$ cat config.mk
export PLATFORM = sky130hd
export DESIGN_NAME = psum_drain
export DESIGN_NICKNAME = d
export VERILOG_FILES = /design/src/rtl/psum_drain.sv
export SDC_FILE = /design/constraint.sdc
export NUM_CORES = 1
export LEC_CHECK = 0
export ABC_AREA = 1
export CAP_MARGIN = 10
export CORE_MARGIN = 2
export CORE_UTILIZATION = 59
export CTS_CLUSTER_DIAMETER = 40
export CTS_CLUSTER_SIZE = 20
export DETAILED_ROUTE_END_ITERATION = 16
export HOLD_SLACK_MARGIN = 0.15
export PLACE_DENSITY = 0.8
export SKIP_CTS_REPAIR_TIMING = 1
export SLEW_MARGIN = 40
export SYNTH_ARGS = -nofsm -noshare
export SYNTH_HDL_FRONTEND = slang
export SYNTH_SLANG_ARGS = --single-unit
export TNS_END_PERCENT = 100
$ cat constraint.sdc
create_clock -name clock -period 3.6 [get_ports clock]
set_input_delay 0.9 -clock clock [delete_from_list [all_inputs] [get_ports clock]]
set_output_delay 0.9 -clock clock [all_outputs]
set_load 0.05 [all_outputs]
$ cat src/rtl/psum_drain.sv
// PE-column sink: sums ACC_LEN valid partial sums into one result and queues
// completed results in a first-word fall-through FIFO for the readout path.
module psum_drain #(
    parameter int unsigned SUM_WIDTH  = 24,
    parameter int unsigned ACC_WIDTH  = 32,
    parameter int unsigned ACC_LEN    = 4,
    parameter int unsigned FIFO_DEPTH = 4
) (
    input  logic                            clock,
    input  logic                            reset,
    input  logic                            i_valid,
    input  logic [SUM_WIDTH-1:0]            i_sum,
    input  logic                            i_clear,
    output logic                            o_valid,
    input  logic                            o_ready,
    output logic [ACC_WIDTH-1:0]            o_data,
    output logic [$clog2(FIFO_DEPTH):0]     o_count,
    output logic                            o_busy,
    output logic                            o_overflow
);

    localparam int unsigned AW   = $clog2(FIFO_DEPTH);
    localparam int unsigned CNTW = AW + 1;
    localparam int unsigned BW   = $clog2(ACC_LEN + 1);

    typedef enum logic {IDLE, ACCUM} state_t;

    state_t                 state_q, state_d;
    logic [ACC_WIDTH-1:0]   acc_q, acc_d;
    logic [BW-1:0]          beat_q, beat_d;
    logic [ACC_WIDTH-1:0]   sum_ext, result;
    logic                   push;

    logic [ACC_WIDTH-1:0]   mem [FIFO_DEPTH];
    logic [AW-1:0]          wr_q, rd_q;
    logic [CNTW-1:0]        count_q;
    logic                   ovf_q;
    logic                   pop, full, accept, drop;

    assign sum_ext = ACC_WIDTH'(i_sum);

    always_ff @(posedge clock or negedge reset) begin
        if (!reset) begin
            state_q <= IDLE;
            acc_q   <= '0;
            beat_q  <= '0;
        end else begin
            state_q <= state_d;
            acc_q   <= acc_d;
            beat_q  <= beat_d;
        end
    end

    // The completing beat bypasses the accumulator and pushes acc+i_sum directly.
    always_comb begin
        state_d = state_q;
        acc_d   = acc_q;
        beat_d  = beat_q;
        push    = 1'b0;
        result  = ((state_q == IDLE) ? '0 : acc_q) + sum_ext;
        if (i_clear) begin
            state_d = IDLE;
            acc_d   = '0;
            beat_d  = '0;
        end else if (i_valid) begin
            if (beat_q == BW'(ACC_LEN - 1)) begin
                push    = 1'b1;
                state_d = IDLE;
                acc_d   = '0;
                beat_d  = '0;
            end else begin
                state_d = ACCUM;
                acc_d   = result;
                beat_d  = beat_q + BW'(1);
            end
        end
    end

    assign pop    = (count_q != '0) && o_ready;
    assign full   = (count_q == CNTW'(FIFO_DEPTH));
    assign accept = push && (!full || pop);
    assign drop   = push && full && !pop;

    always_ff @(posedge clock or negedge reset) begin
        if (!reset) begin
            wr_q    <= '0;
            rd_q    <= '0;
            count_q <= '0;
            ovf_q   <= 1'b0;
        end else begin
            if (accept) wr_q <= wr_q + AW'(1);
            if (pop)    rd_q <= rd_q + AW'(1);
            count_q <= count_q + CNTW'(accept) - CNTW'(pop);
            if (i_clear)   ovf_q <= 1'b0;
            else if (drop) ovf_q <= 1'b1;
        end
    end

    always_ff @(posedge clock) begin
        if (accept) mem[wr_q] <= result;
    end

    assign o_valid    = (count_q != '0);
    assign o_data     = o_valid ? mem[rd_q] : '0;
    assign o_count    = count_q;
    assign o_busy     = (beat_q != '0);
    assign o_overflow = ovf_q;

endmodule
==> results.tsv <==
metric	value	unit
status	finished clean	
synthTopCellsByCount	nand2_1, nor2_1, inv_1	
end_kind	output port	
yosysMostFrequentCell	nand2_1	
cts_buffers	17	
wl_per_cell	16.2	um
diodes	0	
ys_types	25	
core.rowCount	45	
synthFlopType	edfxtp_1	
hold_viol_final	0	
io_pins	67	
routed_via_density	5.38	
cts_max_level	4	
final_max_slew_viol_count	0	
crit_required	2.70	ns
grt_overflow	0	
cts_tree	built	
grt_pass1_wl	35.3	mm
vdd_drop_max	0.000441	V
clkTransAtPathRegs	0.07	ns
drc	0	
ys_seq_elements	172	
gp_congestion	0.935	
yosysTopAreaCell	edfxtp_1	
cp_max_fo	24	
period_minus_slack	3.09	ns
die_h	128	um
regToRegStartpoint	state_q	
multi_input_area	3470	um^2
ys_warn_count	0	
p_leak	5.21	nW
grt_pass1_vias	7109	
fmax	324	MHz
cp-start-kind	flop	
initial_core_util	60.1	%
cts_sinks	172	
worstMarginPinSlew	0.838	ns
synth_seq_area_share	54.4	%
holdCritPathClass	reg -> reg	
synth_edf_count	128	
port_buffers	66	
syn_to_final_growth	20.9	%
hold_start	acc_q[27]	
fin_nets	1217	
power_per_cell_area	755	nW/um^2
syn_area_per_cell	8.39	um^2
netlist_area	9100	um^2
die_w	128	um
num_vias	7288	
dp_hpwl	14.0	mm
grt_max_degree	67	
detail-route-antenna-nets	0	
drive_gt1_share	7.37	%
finalSetupTns	0	ns
grt_util_all_layers	28.5	%
worst_clock_skew	0.00896	ns
async_reset_ff_share	25.6	%
seq_area	4950	um^2
fill_cells	1061	
worst_slack	0.514	ns
antenna_found_initial	0	
cts_max_path_buffers	2	
crit_type	reg -> out	
maxCapViolCount	0	
crit_start	rd_q[0]	
synth_top_area_share	42.3	%
dp_cells	1323	
synth_fp_nets	1147	
relSlewSlack	43.8	%
rsz0062_at_grt	no	
period_share	85.7	%
core_area	15100	um^2
setup_viol	0	
insertion_delay	0.43	ns
netlist_top_cells_area	edfxtp_1, nand2_1, dfrtp_1	
grt_use_met1	37.2	%
syn-instance-count	1084	
use_met2	47.0	%
die_area	16400	um^2
grtUsageMet3	5.26	%
drtPass1Iterations	7	
drt_iter0_markers	707	
routed_wl	22.0	mm
dp_slack	0.331	ns
layout.cells.non_filler	1355	
cts_root_buffer	clkbuf_16	
busiest_layer	met2	
worstPathArrival	2.19	ns
-- worst max-delay path: stages, from the launching register on --
cell and delay [ns]:
dfrtp_2 0.44, inv_2 0.32, buf_4 0.29, o21ai_0 0.17, a21oi_1 0.35, buf_12 0.19
-- per-stage QoR --
stage                     cell area [um^2]  power (W)  hold WS, ns  utilization [%]
after floorplan                       9100    0.00455        0.449                -
after global placement               10400    0.00630        0.463             68.6
after detailed placement             10400    0.00635        0.466             68.6
after CTS                            11000    0.00832        0.484             72.6
after global routing                 11000    0.00865        0.502             72.6
final                                11000    0.00831        0.483             72.6
-- layer usage --
metal | vias up | routed length [um]
met5 | - | 0
li1 | 3602 | -
met4 | 0 | 458
met2 | 289 | 10800
met3 | 45 | 1740
met1 | 3352 | 8980
-- cells in the final DEF (no fill, tap or decap), types with 4 or more instances in the layout --
cell type / instances
nand2_1: 306
nor2_2: 5
nand3b_1: 6
o21ai_0: 63
clkdlybuf4s50_1: 33
and2_1: 16
buf_4: 11
buf_12: 37
xor2_1: 14
nor2_1: 165
bufinv_16: 4
inv_1: 150
a21oi_1: 52
ha_1: 32
dfrtp_1: 43
nor3_1: 10
a22o_1: 5
nand3_1: 37
o21ai_1: 8
edfxtp_1: 128
xnor2_1: 5
clkbuf_16: 17
-- report_power, final --
group,switching [W],internal [W]
Clock,0.000771,0.00117
Sequential,0.0000569,0.00222
Combinational,0.00249,0.00161
-- layout make-up --
class | count | area share (%)
sequential | 172 | 45.0
multi-input combinational | 729 | 31.6
timing repair buffer | 82 | 10.5
inverter | 152 | 5.19
clock buffer | 18 | 3.90
tap | 188 | 2.14
clock inverter | 14 | 1.74
-- cells by family after synthesis --
kind of cell    Yosys count  share of synthesized area [%]
simple gates            546                           23.9
fa+ha+maj                34                           4.84
compound gates          130                           7.47
buf+inv                 183                           7.62
xor+xnor                 19                           1.83
flops                   172                           54.4
-- registers in the layout, summed over array words and instances (netlist names) --
| register | count |
|---|---|
| o_overflow | 1 |
| o_count | 3 |
| mem | 128 |
| rd_q | 2 |
| beat_q | 3 |
| wr_q | 2 |
| state_q | 1 |
| acc_q | 32 |
-- path summary, 6_finish.rpt --
| check | to | slack, ns | cells past startpoint |
|---|---|---|---|
| min in group asynchronous | state_q | 0.53 | 1 |
| setup reg to reg | mem[1][24] | 0.90 | 14 |
| max in group asynchronous | acc_q[31] | 2.36 | 2 |
| setup / recovery | o_data[24] | 0.51 | 5 |
| hold / removal | acc_q[27] | 0.48 | 2 |
| hold reg to reg | acc_q[27] | 0.48 | 2 |
No activity file was read; power rests on OpenSTA's default activity.
